===== config.mk =====
export PLATFORM = sky130hd
export DESIGN_NAME = gpio_in_conditioner
export DESIGN_NICKNAME = d
export VERILOG_FILES = /design/src/rtl/gpio_pkg.sv /design/src/rtl/gpio_in_conditioner_debounce_bit.sv /design/src/rtl/gpio_in_conditioner.sv
export SDC_FILE = /design/constraint.sdc
export NUM_CORES = 1
export LEC_CHECK = 0
export CAP_MARGIN = 20
export CORE_MARGIN = 3
export CORE_UTILIZATION = 50
export DETAILED_ROUTE_END_ITERATION = 16
export PLACE_DENSITY_LB_ADDON = 0.15
export SYNTH_ARGS = -nofsm -noshare
export SYNTH_HDL_FRONTEND = slang
export SYNTH_SLANG_ARGS = --single-unit

===== constraint.sdc =====
create_clock -name clk -period 4.1 [get_ports clk]
set_clock_uncertainty 0.05 [all_clocks]
set_input_delay 0.82 -clock clk [delete_from_list [all_inputs] [get_ports clk]]
set_output_delay 0.82 -clock clk [all_outputs]
set_load 0.03 [all_outputs]

===== src/rtl/gpio_pkg.sv =====
// Shared GPIO_IN layout constants and the word-packing helper used by the input conditioner.
package gpio_pkg;

  localparam int GPIO_SW_LSB      = 0;
  localparam int GPIO_KEY_LSB     = 18;
  localparam int GPIO_USED_W      = 21;
  localparam int DEBOUNCE_DEFAULT = 500000;

  typedef logic [31:0] gpio_word_t;

  // Keys are stored at their raw (active-low) level, so they are inverted here to read pressed = 1.
  function automatic gpio_word_t pack_gpio(input logic [17:0] sw_level,
                                           input logic [2:0]  key_level_n);
    gpio_word_t word;
    word = '0;
    word[GPIO_SW_LSB +: 18] = sw_level;
    word[GPIO_KEY_LSB +: 3] = ~key_level_n;
    return word;
  endfunction

endpackage


===== src/rtl/gpio_in_conditioner_debounce_bit.sv =====
// One conditioned input: 2-flop synchroniser followed by a stable-level debounce filter.
// rise pulses, coincident with the level update, whenever the level leaves RESET_LEVEL.
module debounce_bit
  import gpio_pkg::*;
#(
  parameter int   DEBOUNCE_CYCLES = DEBOUNCE_DEFAULT,
  parameter logic RESET_LEVEL     = 1'b0
) (
  input  logic clk,
  input  logic rst_n,
  input  logic raw,
  output logic level,
  output logic rise
);

  localparam int CNT_W = $clog2(DEBOUNCE_CYCLES);
  localparam logic [CNT_W-1:0] CNT_MAX = CNT_W'(DEBOUNCE_CYCLES - 1);

  logic             s1_reg;
  logic             s2_reg;
  logic             level_reg;
  logic             level_next;
  logic             rise_reg;
  logic             rise_next;
  logic [CNT_W-1:0] cnt_reg;
  logic [CNT_W-1:0] cnt_next;

  // The counter only runs while the synchronised input disagrees with the stable level,
  // so any agreement restarts the qualification window and short glitches are dropped.
  always_comb begin
    cnt_next   = cnt_reg;
    level_next = level_reg;
    rise_next  = 1'b0;
    if (s2_reg == level_reg) begin
      cnt_next = '0;
    end else if (cnt_reg == CNT_MAX) begin
      level_next = s2_reg;
      cnt_next   = '0;
      rise_next  = (s2_reg != RESET_LEVEL);
    end else begin
      cnt_next = cnt_reg + CNT_W'(1);
    end
  end

  always_ff @(posedge clk or negedge rst_n) begin
    if (!rst_n) begin
      s1_reg    <= RESET_LEVEL;
      s2_reg    <= RESET_LEVEL;
      level_reg <= RESET_LEVEL;
      rise_reg  <= 1'b0;
      cnt_reg   <= '0;
    end else begin
      s1_reg    <= raw;
      s2_reg    <= s1_reg;
      level_reg <= level_next;
      rise_reg  <= rise_next;
      cnt_reg   <= cnt_next;
    end
  end

  assign level = level_reg;
  assign rise  = rise_reg;

endmodule


===== src/rtl/gpio_in_conditioner.sv =====
// Conditions SW[17:0] and KEY[3:1] into the CPU GPIO_IN word, plus change and key-press strobes.
module gpio_in_conditioner
  import gpio_pkg::*;
#(
  parameter int NUM_SW          = 18,
  parameter int NUM_KEY         = 3,
  parameter int DEBOUNCE_CYCLES = DEBOUNCE_DEFAULT
) (
  input  logic               clk,
  input  logic               rst_n,
  input  logic [NUM_SW-1:0]  sw_raw,
  input  logic [NUM_KEY-1:0] key_raw_n,
  output logic [31:0]        gpio_in,
  output logic               changed,
  output logic [NUM_KEY-1:0] key_press
);

  logic [NUM_SW-1:0]  sw_level;
  logic [NUM_SW-1:0]  sw_rise_unused;
  logic [NUM_KEY-1:0] key_level_n;
  logic [NUM_KEY-1:0] key_rise;
  gpio_word_t         gpio_word;
  gpio_word_t         gpio_prev_reg;
  logic               changed_reg;

  genvar gi;
  generate
    for (gi = 0; gi < NUM_SW; gi++) begin : g_sw
      debounce_bit #(
        .DEBOUNCE_CYCLES(DEBOUNCE_CYCLES),
        .RESET_LEVEL    (1'b0)
      ) u_db (
        .clk  (clk),
        .rst_n(rst_n),
        .raw  (sw_raw[gi]),
        .level(sw_level[gi]),
        .rise (sw_rise_unused[gi])
      );
    end
    // Keys rest high, so their "rise" fires on the released-to-pressed transition.
    for (gi = 0; gi < NUM_KEY; gi++) begin : g_key
      debounce_bit #(
        .DEBOUNCE_CYCLES(DEBOUNCE_CYCLES),
        .RESET_LEVEL    (1'b1)
      ) u_db (
        .clk  (clk),
        .rst_n(rst_n),
        .raw  (key_raw_n[gi]),
        .level(key_level_n[gi]),
        .rise (key_rise[gi])
      );
    end
  endgenerate

  // gpio_in is a pure repack of the stable-level flops, so it carries no added latency.
  always_comb begin
    gpio_word = '0;
    gpio_word[GPIO_SW_LSB +: NUM_SW]   = sw_level;
    gpio_word[GPIO_KEY_LSB +: NUM_KEY] = ~key_level_n;
  end

  always_ff @(posedge clk or negedge rst_n) begin
    if (!rst_n) begin
      gpio_prev_reg <= '0;
      changed_reg   <= 1'b0;
    end else begin
      gpio_prev_reg <= gpio_word;
      changed_reg   <= (gpio_word != gpio_prev_reg);
    end
  end

  assign gpio_in   = gpio_word;
  assign changed   = changed_reg;
  assign key_press = key_rise;

endmodule


==> results of run 1 <==
worst paths after layout:
| check | startpoint | endpoint | slack, ns | depth (start not counted) |
|---|---|---|---|---|
| worst max-delay path | g_key[0].u_db.level | gpio_in[18] | 1.37 | 2 |
| worst min-delay path | rst_n | g_sw[13].u_db.cnt_reg[16] | 0.17 | 1 |
| worst max register to register | g_sw[2].u_db.cnt_reg[12] | g_sw[2].u_db.cnt_reg[15] | 1.87 | 4 |
| worst min register to register | g_sw[9].u_db.s1_reg | g_sw[9].u_db.s2_reg | 0.30 | 0 |
| max in group asynchronous | rst_n | g_sw[14].u_db.cnt_reg[14] | 2.77 | 2 |
| min in group clk | g_sw[9].u_db.s1_reg | g_sw[9].u_db.s2_reg | 0.30 | 0 |
logic make-up (layout without fill, tap and decap cells):
kind of cell    after synthesis  count (layout)  share of synthesized area [%]
other cells                   1              11                        0.01631
compound gates              234             234                          6.118
flops                       487             487                          53.06
fa+ha+maj                    21              21                          1.143
buf+inv                     158             227                          3.315
xor+xnor                    292             292                          11.13
simple gates               1028            1028                          24.19
mux                          21              21                          1.029
layer usage:
| metal | up-vias | share of wire [%] | global-route usage, % |
|---|---|---|---|
| li1 | 7971 | - | - |
| met4 | 0 | 2.2 | 4.872 |
| met2 | 150 | 46 | 29.69 |
| met3 | 68 | 3.3 | 3.406 |
| met5 | - | 0 | 0 |
| met1 | 7940 | 48 | 25.13 |
power by group:
group          total (W)  switching, W  internal, W  leakage [nW]
combinational   0.000317      0.000224    0.0000932          2.93
sequential       0.00495     0.0000663      0.00488          6.62
clock            0.00469       0.00188      0.00281         0.853
total            0.00995       0.00217      0.00778          10.4
layout make-up:
type                            count  area, um2  share of cell area [%]
Clock inverter                     13      147.6                  0.5758
Multi-Input combinational cell   1607      10060                   39.25
Timing Repair Buffer               61      649.4                   2.532
Clock buffer                       81       1572                   6.129
Tap cell                          592      740.7                   2.889
Sequential cell                   487      12200                   47.57
Inverter                           72      270.3                   1.054
worst max-delay path: stages, from the launching register on:
cell             delay [ns]
dfstp_2                0.56
inv_1                  0.10
clkdlybuf4s50_1        0.61
layout by cell type, fill, tap and decap left out, types with 11 or more instances in the layout:
| cell | n |
|---|---|
| dfrtp_1 | 478 |
| nor2_1 | 310 |
| xnor2_1 | 149 |
| xor2_1 | 143 |
| nand3_1 | 124 |
| nand2_1 | 123 |
| a21oi_1 | 106 |
| nand4_1 | 99 |
| inv_1 | 72 |
| or3_1 | 66 |
| or4_1 | 65 |
| o21ai_0 | 56 |
| clkbuf_16 | 53 |
| nor4_1 | 50 |
| o31ai_1 | 48 |
| clkdlybuf4s50_1 | 46 |
| and4_1 | 37 |
| nor3_1 | 33 |
| and2_1 | 24 |
| mux2_2 | 21 |
| ha_1 | 21 |
| and3_1 | 16 |
| clkbuf_1 | 14 |
| clkbuf_8 | 14 |
| nor4b_1 | 12 |
| or3_2 | 11 |
| conb_1 | 11 |
stage by stage:
step           power [W]  hold WS, ns  utilization (%)  instance area [um2]  worst slack, ns
2_1_floorplan   0.005189       0.2812                -                23020            2.049
3_3_place_gp    0.005346       0.2813            53.26                23860            1.724
3_5_place_dp    0.005361       0.2847            53.36                23900            1.588
4_1_cts          0.01012       0.1836            57.20                25620            1.337
5_1_grt          0.01040       0.2065            57.24                25640            1.288
6_report        0.009952       0.1667            57.24                25640            1.373
==> results_dict.tcl, run 1 <==
set metrics [dict create \
    period_needed_ns 2.727 \
    synthFlopType "dfrtp_1" \
    avgRoutedWirePerCell_um 14.67 \
    min_path_type "in -> async" \
    grt_pass1_vias 15820 \
    status "complete, no violations" \
    critPathArrivalTime_ns 1.86 \
    cts_root_buffer "clkbuf_16" \
    cts_buffers 52 \
    ctsResizeCount 0 \
    synth.distinct_cells 51 \
    cts_tree "yes" \
    postSynthAreaPerCell_um2 10.25 \
    fp.dieArea_um2 48580 \
    maxSlewViolCount 0 \
    largest_register_ff_count 342 \
    synth_seq_area_share_pct 53.06 \
    layout-drive-gt1-share_pct 8.488 \
    yosysMostFrequentCell "dfrtp_1" \
    power_leakage_nw 10.40 \
    cts_sinks 487 \
    start_util_pct 51.31 \
    finalCritPeriodShare_pct 66.51 \
    fp.dieW_um 220.4 \
    fin_cells 2913 \
    core_area_um2 44800 \
    cts_setup_buffers 0 \
    peakVddDrop_uv 304.9 \
    antenna_found_initial 0 \
    layout.nets 2325 \
    synth-edff-count 0 \
    rows 77 \
    gp_congestion 0.8522 \
    yosysWarnings 0 \
    diodes 0 \
    placedCellCount 2817 \
    fmax_mhz 366.7 \
    crit_required_ns 3.23 \
    cts_htree_levels 2 \
    path_class "reg -> out" \
    setup_violations 0 \
    synth_seq_cells 487 \
    start_kind "flop" \
    dieHeight_um 220.4 \
    powerDensity_nw_per_um2 388.1 \
    drc 0 \
    cp_max_fo 4 \
    ctsHoldBuffers 0 \
    tns_ns 0 \
    grt_pass1_wl_um 74990 \
    final_antenna_net_count 0 \
    grt.overflow.total 0 \
    rsz0062_at_grt "no" \
    area_growth_pct 11.55 \
    synth_top_area_cell "dfrtp_1" \
    dr.pass1.iters 4 \
    totalWireLength_um 42740 \
    slew_headroom_pct 31.76 \
    worst_pin_slew_ns 1.014 \
    yosys-top-cells-count "dfrtp_1, nor2_1, xnor2_1, xor2_1, nand3_1" \
    cp-end-kind "output pin" \
    io_pins 59 \
    drtIter0Drc 962 \
    grt_start_max_net_pins 86 \
    synth_top_area_share_pct 52.04 \
    cts_buffer_depth 3 \
    hpwl_um 28420 \
    synth_cells 2242 \
    vias 16130 \
    synth_area_leaders "dfrtp_1, xnor2_1, xor2_1" \
    io_buffers 47 \
    insertion_delay_ns 0.59 \
    track_usage_pct 18.18 \
    finalHoldViolations 0 \
    ys_async_sr_fraction_pct 100.0 \
    n_fill_cell 3812 \
    synthesis.area_um2 22990 \
    via_per_inst 5.537 \
    cts.clk_slew.worst_paths_ns 0.06 \
    cap_viol_max_count 0 \
]
(Power assumes the default switching activity.)
==> run 2, diff against run 1 <==
==> constraint.sdc (replaced) <==
create_clock -name clk -period 2.19 [get_ports clk]
set_clock_uncertainty 0.05 [all_clocks]
set_input_delay 0.438 -clock clk [delete_from_list [all_inputs] [get_ports clk]]
set_output_delay 0.438 -clock clk [all_outputs]
set_load 0.03 [all_outputs]
==> run 2 against run 1 <==
  * Via count is 1.7% higher
  * Flip-flop and latch count stayed put
  * Final cell count is 2.2% higher
  * Critical path type is now reg -> reg
  * Critical endpoint is now g_sw[8].u_db.level
  * Largest cell class unchanged
  * Largest power group unchanged
==> results_dict.tcl, run 2 (synthesis gave the netlist of run 1 again) <==
set metrics [dict create \
    power_leakage_nw 10.81 \
    gp_congestion 0.8470 \
    layout-drive-gt1-share_pct 10.99 \
    cts_buffer_depth 3 \
    grt.overflow.total 0 \
    hpwl_um 29640 \
    grt_pass1_vias 16180 \
    cap_viol_max_count 0 \
    grt_pass1_wl_um 76700 \
    cp-end-kind "flop" \
    tns_ns 0 \
    pwr-share-seq_pct 49.8 \
    grt_start_max_net_pins 71 \
    final_cell_mix "dfrtp_1, nor2_1, xnor2_1" \
    io_pins 59 \
    cpMaxStageDelayCell "or4_4" \
    status "complete, no violations" \
    crit_family "simple AND/OR/NAND/NOR gates" \
    cts.clk_slew.worst_paths_ns 0.06 \
    critical_path.max_stage_delay_ns 0.55 \
    insertion_delay_ns 0.58 \
    crit_required_ns 2.60 \
    slew_headroom_pct 60.10 \
    cts_setup_buffers 0 \
    setup_violations 0 \
    totalWireLength_um 43590 \
    maxSlewViolCount 0 \
    post-route-util_pct 58.39 \
    swShare_pct 21.91 \
    path_class "reg -> reg" \
    cp_cell_sequence "or4_1 -> or4_4 -> nor2_1 -> mux2_2" \
    fmax_mhz 474.2 \
    drc 0 \
    cts_htree_levels 2 \
    mostFrequentLayoutCell "dfrtp_1" \
    diodes 0 \
    cp-startpoint "g_sw[8].u_db.cnt_reg[11]" \
    finalHoldViolations 0 \
    cts_tree "yes" \
    drtIter0Drc 840 \
    via_per_inst 5.512 \
    area_growth_pct 13.80 \
    rsz0062_at_grt "no" \
    largest_register_ff_count 342 \
    switchingPower_w 0.004081 \
    vias 16410 \
    n_fill_cell 3764 \
    antenna_found_initial 1 \
    multi_input_area_um2 10080 \
    peakVddDrop_uv 560.5 \
    path_buf_inv 0 \
    start_util_pct 51.31 \
    dieHeight_um 220.4 \
    finalCritPeriodShare_pct 96.29 \
    avgRoutedWirePerCell_um 14.64 \
    r2r_start "g_sw[8].u_db.cnt_reg[11]" \
    p_comb_share_pct 3.7 \
    cts_buffers 52 \
    worstHoldStart "key_raw_n[2]" \
    internal_power_w 0.01454 \
    io_buffers 47 \
    worst_pin_slew_ns 0.5930 \
    fp.dieW_um 220.4 \
    critPathArrivalTime_ns 2.52 \
    start_kind "flop" \
    period_needed_ns 2.109 \
    layout.nets 2387 \
    min_path_type "in -> reg" \
    dr.pass1.iters 6 \
    cts_root_buffer "clkbuf_16" \
    ff_latch_area_um2 12200 \
    p_total_w 0.01862 \
    track_usage_pct 18.63 \
    cts_sinks 487 \
    fp.dieArea_um2 48580 \
    cp_max_fo 3 \
    powerDensity_nw_per_um2 711.8 \
    core_area_um2 44800 \
    clkPwrFrac_pct 46.6 \
    final_antenna_net_count 0 \
    rows 77 \
]
## run 2: cell count changes in the layout (fill, tap and decap cells not counted), sizes merged, moves of 5 or more
cell | previous run | this run
clkinv | 8 | 13
buf | 15 | 76
clkbuf | 81 | 76
clkdlybuf4s50 | 46 | 26
dlygate4sd2 | 0 | 19
## run 2: cell type report
cell class              count  share of cell area (%)
multi-input cells        1607                   38.53
flip-flops and latches    487                   46.63
inverters                  72                   1.033
clock buffers              76                   5.668
repair buffers            123                   4.501
well taps                 592                   2.832
clock inverters            20                  0.8036
## run 2: worst paths after layout
| check | slack (ns) | cells after the start | to |
|---|---|---|---|
| worst max-delay path | 0.08 | 4 | g_sw[8].u_db.level |
| worst min-delay path | 0.20 | 1 | g_key[2].u_db.s1_reg |
| worst max register to register | 0.08 | 4 | g_sw[8].u_db.level |
| worst min register to register | 0.30 | 0 | g_sw[11].u_db.s2_reg |
| max in group asynchronous | 0.99 | 4 | g_sw[4].u_db.cnt_reg[1] |
| min in group asynchronous | 0.32 | 2 | g_sw[3].u_db.level |
## run 2: power by group through the flow
stage	combinational (W)	sequential, W	clock, W
5_1_grt	0.000794	0.00928	0.00938
3_5_place_dp	0.000701	0.00943	0
6_report	0.000684	0.00927	0.00867
4_1_cts	0.000708	0.00926	0.00898
2_1_floorplan	0.000319	0.00940	0
3_3_place_gp	0.000687	0.00942	0
## run 2: per-stage QoR
step	worst slack [ns]	area [um2]	hold WS, ns	cells
5_1_grt	0.005846	26160	0.1805	2977
2_1_floorplan	0.1386	23020	0.09241	2252
4_1_cts	0.0006013	26140	0.1647	2977
6_report	0.08133	26160	0.2044	2977
3_3_place_gp	0.1008	24460	0.2844	2880
3_5_place_dp	0.08679	24460	0.2858	2880
## run 2: metal layers
layer	vias up	global-route usage, %	part of all wire (%)
met4	0	4.636	1.5
met5	-	0	0
met2	225	30.43	47
met1	8040	26.19	47
met3	47	3.090	3.9
li1	8098	-	-
## run 2: repair_timing
action	in CTS	in global routing
hold buffers	1	0
resized for setup	19	5
endpoints found under the hold margin	35	0
endpoints found under the setup margin	19	5
## run 2: worst reg2reg max path, delay by kind of cell, from the launching register on
kind / cells / cell delay, ns
simple gates: 3 / 1.20
mux: 1 / 0.34
flops: 1 / 0.39
==> run 3, diff against run 2 <==
--- a/config.mk
+++ b/config.mk
@@ -9,7 +9,9 @@
 export CORE_MARGIN = 3
 export CORE_UTILIZATION = 50
 export DETAILED_ROUTE_END_ITERATION = 16
+export GPL_ROUTABILITY_DRIVEN = 0
 export PLACE_DENSITY_LB_ADDON = 0.15
+export SLEW_MARGIN = 10
 export SYNTH_ARGS = -nofsm -noshare
 export SYNTH_HDL_FRONTEND = slang
 export SYNTH_SLANG_ARGS = --single-unit
==> results of run 3 <==
Same layout as run 2: the final DEF is identical, and so are final timing and power.
